## src/rtl/gpio_pkg.sv

```systemverilog
// Shared GPIO definitions: port address, default conditioner parameters and the pin-word type.
package gpio_pkg;
    localparam logic [31:0] GPIO_PORT_ADDRESS  = 32'h0000_8004;
    localparam int          DEF_WIDTH          = 32;
    localparam int          DEF_SYNC_STAGES    = 2;
    localparam int          DEF_PRESCALE       = 1000;
    localparam int          DEF_STABLE_SAMPLES = 4;

    typedef logic [DEF_WIDTH-1:0] pin_word_t;
endpackage

```

## src/rtl/gpio_sync.sv

```systemverilog
// Multi-flop synchronizer for a word of asynchronous inputs; reusable for any async input.
module gpio_sync
    import gpio_pkg::*;
#(
    parameter int WIDTH       = DEF_WIDTH,
    parameter int SYNC_STAGES = DEF_SYNC_STAGES
) (
    input  logic             clk,
    input  logic             rst,
    input  logic [WIDTH-1:0] i_async,
    output logic [WIDTH-1:0] o_sync
);
    logic [SYNC_STAGES-1:0][WIDTH-1:0] r_stage;

    always_ff @(posedge clk or posedge rst) begin
        if (rst) r_stage <= '0;
        else     r_stage <= {r_stage[SYNC_STAGES-2:0], i_async};
    end

    assign o_sync = r_stage[SYNC_STAGES-1];
endmodule

```

## src/rtl/gpio_input_conditioner.sv

```systemverilog
// GPIO input conditioner: synchronizer, prescaled sample-and-agree debouncer, optional edge IRQ.
// Define GPIO_EDGE_IRQ_EN to build the edge detect / pending / irq logic.
module gpio_input_conditioner
    import gpio_pkg::*;
#(
    parameter int WIDTH          = DEF_WIDTH,
    parameter int SYNC_STAGES    = DEF_SYNC_STAGES,
    parameter int PRESCALE       = DEF_PRESCALE,
    parameter int STABLE_SAMPLES = DEF_STABLE_SAMPLES
) (
    input  logic             clk,
    input  logic             rst,
    input  logic [WIDTH-1:0] pins_in,
    input  logic             db_bypass,
    output logic [WIDTH-1:0] clean_out,
    input  logic [WIDTH-1:0] rise_en,
    input  logic [WIDTH-1:0] fall_en,
    input  logic [WIDTH-1:0] irq_clr,
    output logic [WIDTH-1:0] rise_pend,
    output logic [WIDTH-1:0] fall_pend,
    output logic             irq
);
    localparam int PCW = (PRESCALE > 1) ? $clog2(PRESCALE) : 1;

    logic [WIDTH-1:0] w_s;
    logic [WIDTH-1:0] w_clean_nxt;
    logic [WIDTH-1:0] r_clean;
    logic [PCW-1:0]   r_pcnt;
    logic             w_tick;

    gpio_sync #(
        .WIDTH      (WIDTH),
        .SYNC_STAGES(SYNC_STAGES)
    ) u_sync (
        .clk    (clk),
        .rst    (rst),
        .i_async(pins_in),
        .o_sync (w_s)
    );

    // With PRESCALE=1 the 1-bit counter sits at 0, so the tick is permanent.
    assign w_tick = (r_pcnt == PCW'(PRESCALE - 1));

    always_ff @(posedge clk or posedge rst) begin
        if (rst)         r_pcnt <= '0;
        else if (w_tick) r_pcnt <= '0;
        else             r_pcnt <= r_pcnt + PCW'(1);
    end

    for (genvar g = 0; g < WIDTH; g++) begin : g_pin
        logic [STABLE_SAMPLES-1:0] r_hist;
        logic [STABLE_SAMPLES-1:0] w_hist_nxt;

        assign w_hist_nxt = {r_hist[STABLE_SAMPLES-2:0], w_s[g]};

        always_ff @(posedge clk or posedge rst) begin
            if (rst)         r_hist <= '0;
            else if (w_tick) r_hist <= w_hist_nxt;
        end

        // Decision looks at the history including the sample taken on this tick.
        always_comb begin
            w_clean_nxt[g] = r_clean[g];
            if (db_bypass)               w_clean_nxt[g] = w_s[g];
            else if (w_tick) begin
                if (&w_hist_nxt)         w_clean_nxt[g] = 1'b1;
                else if (~|w_hist_nxt)   w_clean_nxt[g] = 1'b0;
            end
        end
    end

    always_ff @(posedge clk or posedge rst) begin
        if (rst) r_clean <= '0;
        else     r_clean <= w_clean_nxt;
    end

    assign clean_out = r_clean;

`ifdef GPIO_EDGE_IRQ_EN
    logic [WIDTH-1:0] r_prev;
    logic [WIDTH-1:0] r_rise_pend;
    logic [WIDTH-1:0] r_fall_pend;
    logic [WIDTH-1:0] w_rise;
    logic [WIDTH-1:0] w_fall;

    assign w_rise = r_clean & ~r_prev;
    assign w_fall = ~r_clean & r_prev;

    // Set terms are ORed after the clear mask so a coincident edge wins.
    always_ff @(posedge clk or posedge rst) begin
        if (rst) begin
            r_prev      <= '0;
            r_rise_pend <= '0;
            r_fall_pend <= '0;
        end else begin
            r_prev      <= r_clean;
            r_rise_pend <= (r_rise_pend & ~irq_clr) | (w_rise & rise_en);
            r_fall_pend <= (r_fall_pend & ~irq_clr) | (w_fall & fall_en);
        end
    end

    assign rise_pend = r_rise_pend;
    assign fall_pend = r_fall_pend;
    assign irq       = |{r_rise_pend, r_fall_pend};
`else
    logic w_unused_cfg;
    assign w_unused_cfg = ^{rise_en, fall_en, irq_clr};

    assign rise_pend = '0;
    assign fall_pend = '0;
    assign irq       = 1'b0;
`endif
endmodule
```

## config.mk

```make
export PLATFORM = sky130hd
export DESIGN_NAME = gpio_input_conditioner
export DESIGN_NICKNAME = d
export VERILOG_FILES = /design/src/rtl/gpio_pkg.sv /design/src/rtl/gpio_sync.sv /design/src/rtl/gpio_input_conditioner.sv
export SDC_FILE = /design/constraint.sdc
export NUM_CORES = 1
export LEC_CHECK = 0
export BUFFER_PORTS_ARGS = -buffer_cell sky130_fd_sc_hd__buf_2
export CAP_MARGIN = 10
export CORE_AREA = 8 8 181 183
export DETAILED_ROUTE_END_ITERATION = 10
export DIE_AREA = 0 0 189 191
export GPL_TIMING_DRIVEN = 0
export PLACE_DENSITY_LB_ADDON = 0.15
export REMOVE_ABC_BUFFERS = 1
export SYNTH_ARGS = -nofsm -noshare
export SYNTH_HDL_FRONTEND = slang
export SYNTH_SLANG_ARGS = --single-unit
```

## constraint.sdc

```tcl
create_clock -name clk -period 6.95 [get_ports clk]
set_input_delay 0.3475 -clock clk [delete_from_list [all_inputs] [get_ports clk]]
set_output_delay 0.3475 -clock clk [all_outputs]
set_load 0.05 [all_outputs]
```

==> run_results.csv <==
group,metric,value,unit
yosys,synth_top_family_by_area,"simple AND/OR/NAND/NOR gates",
job,maxCapViolCount,0,
critical_path,start_kind,"register",
yosys,synth.yosys.seq_area_share,57.5,%
pwr,power_leakage,4.89,nW
yosys,synth_cell_types,35,
placement,gp_congestion,0.678,
die,ios,228,
critical_path,path_common_cell,"buf_6",
die,core_area,30000,sq um
pwr,power.share.combinational,9.0,%
placement,place.port_buffers,66,
cells_and_area,diodes,0,
yosys,synthArstFlopShare,100,%
yosys,yosys.area_share.simple,15.2,%
yosys,synth_area_leaders,"dfrtp_1, mux2_4, buf_4",
placement,place_area,9350,sq um
clocking,cts_resized,0,
pwr,pwr_density_cell,261,nW/um^2
critical_path,max_stage_delay,0.52,ns
critical_path,cp_max_fo,46,
pwr,p_int,2.03,mW
timing,skew,0.0145,ns
cells_and_area,nets,899,
min_path,hold_depth,0,
global_route,grt_pass1_wl,31500,um
clocking,cts.path.max_buffers,3,
critical_path,worstPathCellList,"ha_1, nand4_4, buf_12, nor3_2, buf_6, buf_6, buf_8, mux2_2",
drt,firstDrtPassIters,4,
die,die_area,36100,sq um
timing,final_max_slew_viol_count,0,
yosys,ys_ff_latch,202,
critical_path,reg2regPathDepth,8,
drt,wirelength,19000,um
pwr,vdd_ir_drop_max,0.000163,V
min_path,hold_path_class,"register to register",
yosys,synth_xor_area_share,0.299,%
global_route,grt_antenna_before_repair,0,
yosys,yosys.area_share.adder,0.142,%
yosys,synth_compound_area_share,3.67,%
die,die_y,191,um
clocking,cts_tree,"built",
clocking,cts_setup_buffers,0,
yosys,ys.flop_type,"dfrtp_1",
timing,rsz0062_at_grt,"no",
clocking,tritoncts_num_sinks,202,
global_route,grt_max_degree,118,
cells_and_area,final_common_cell,"dfrtp_1",
timing,min_period_over_period,43.2,%
timing,max_freq,333,MHz
global_route,grt_usage,10.5,%
die,start_util,29.3,%
critical_path,endpoint_kind,"register",
pwr,finalPower,2.73,mW
yosys,synth_area,8790,sq um
yosys,synth.top_cell.area_share,57.5,%
global_route,grt_pass1_vias,5974,
critical_path,required,7.35,ns
cells_and_area,stdcell_area,10500,sq um
timing,period_minus_slack,3.00,ns
drt,drc,0,
cells_and_area,final_util,34.9,%
yosys,synth.avg_cell_area,13.0,sq um
yosys,syn_inst,674,
die,die_w,189,um
drt,dr.first_iter.drc_count,270,
timing,setup_violations,0,
clocking,htreeDepth,1,
timing,whs,0.344,ns
cells_and_area,layout-drive-gt1-share,27.9,%
yosys,synth_top_area_cell,"dfrtp_1",
pwr,power.share.clock,45.9,%
timing,hold_viol_final,0,
cells_and_area,area_delta_synth_final,19.2,%
timing,tightestPinTransition,0.858,ns
drt,ant_nets,0,
critical_path,crit_type,"register to register",
yosys,synth_warnings,0,
clocking,path_clk_slew,0.06,ns
clocking,root_buffer,"clkbuf_16",
yosys,synth.area.mux_share,14.9,%
critical_path,cp_slowest_cell,"nor3_2",
placement,hpwl,11300,um
status,outcome,"completed",
pwr,switching_share,25.6,%
die,rows,64,
clocking,clk_latency,0.52,ns
drt,post_drt_wl_per_cell,16.1,um
pwr,seqPwrFrac,45.1,%
yosys,synth_edf_count,0,
drt,via_per_inst,4.71,
clocking,numCtsBuffers,25,
pwr,power_switching,0.701,mW
critical_path,crit_arrival,3.40,ns
timing,maxSlewHeadroom,42.8,%
cells_and_area,layout_common_cells,"dfrtp_1, buf_2, conb_1",
global_route,overflow,0,
drt,vias,5563,
## power groups by stage
stage | registers [mW] | clock network (mW) | logic, mW
after global routing | 1.24 | 1.36 | 0.264
final | 1.23 | 1.26 | 0.245
after CTS | 1.23 | 1.31 | 0.249
after floorplan | 1.31 | 0 | 0.122
after global placement | 1.25 | 0 | 0.229
after detailed placement | 1.26 | 0 | 0.234
## per-stage QoR
| step | setup TNS (ns) | worst slack (ns) | cells |
|---|---|---|---|
| finish | 0 | 3.95 | 1180 |
| global placement | -305.82 | -1.63 | 1094 |
| global route | 0 | 3.70 | 1180 |
| floorplan | 0 | 1.09 | 632 |
| detailed placement | 0 | 3.87 | 1103 |
| CTS | 0 | 3.87 | 1180 |
## final cells by class
type                    count  area (sq um)
clock inverters             8          68.8
well taps                 396           495
fillers                  2943         19500
flip-flops and latches    202          5050
inverters                   3          18.8
repair buffers            108           825
multi-input cells         427          3290
clock buffers              36           737
## synthesized netlist by cell type (2+ instances only)
cell type / instances
dfrtp_1: 202
buf_4: 65
or4_1: 64
mux2_4: 59
mux2_2: 37
nand2_1: 37
nand4_1: 34
nand2b_1: 32
nor4_1: 32
o211ai_1: 32
clkbuf_1: 24
buf_2: 9
buf_6: 8
nand3_1: 4
nor2_1: 4
a21oi_1: 3
inv_1: 3
o21ai_0: 3
or3_1: 3
nand3b_1: 2
nor3_1: 2
xor2_1: 2
## logic make-up (layout without fill, tap and decap cells)
group                    count (synthesis)  after routing
AO/OA/AOI/OAI                           44             44
XOR/XNOR                                 3              3
adder cells (fa/ha/maj)                  1              1
buffers and inverters                  109            155
flip-flops                             202            202
multiplexers                            97             97
other                                    1             65
AND/OR/NAND/NOR                        217            217
## worst paths after layout
kind | from | to | slack [ns]
min in group asynchronous | rst | clean_out[10]$_DFFE_PP0P_ | 0.45
worst max register to register | r_pcnt[0]$_DFF_PP0_ | g_pin[31].r_hist[0]$_DFFE_PP0N_ | 3.95
worst max-delay path | r_pcnt[0]$_DFF_PP0_ | g_pin[31].r_hist[0]$_DFFE_PP0N_ | 3.95
worst min register to register | u_sync.r_stage[22]$_DFF_PP0_ | u_sync.o_sync[22]$_DFF_PP0_ | 0.34
worst min-delay path | u_sync.r_stage[22]$_DFF_PP0_ | u_sync.o_sync[22]$_DFF_PP0_ | 0.34
max in group asynchronous | rst | clean_out[17]$_DFFE_PP0P_ | 5.49
## state kept, by name, indices dropped and copies added (netlist names)
register and cells:
g_pin.r_hist 96, u_sync.o_sync 32, u_sync.r_stage 32, clean_out 32
r_pcnt 10
## layer usage
layer	share of wire, %	GRT usage (%)	up-vias
met5	0	0	-
met4	2.5	3.67	0
met3	6.7	2.74	35
met2	46	17.3	165
met1	45	13.3	2817
li1	-	-	2546
## repair_timing
action | in CTS | in global routing
hold endpoints to repair | 117 | 0
setup endpoints to repair | 0 | 0
hold buffers | 33 | 0
## worst max-delay path, delay by kind of cell (launching register included)
kind                     cells  cell delay [ns]
multiplexers                 1             0.35
flip-flops                   1             0.36
adder cells (fa/ha/maj)      1             0.30
AND/OR/NAND/NOR              2             0.92
buffers and inverters        4             0.94
Power figures use the tool's default switching activity.
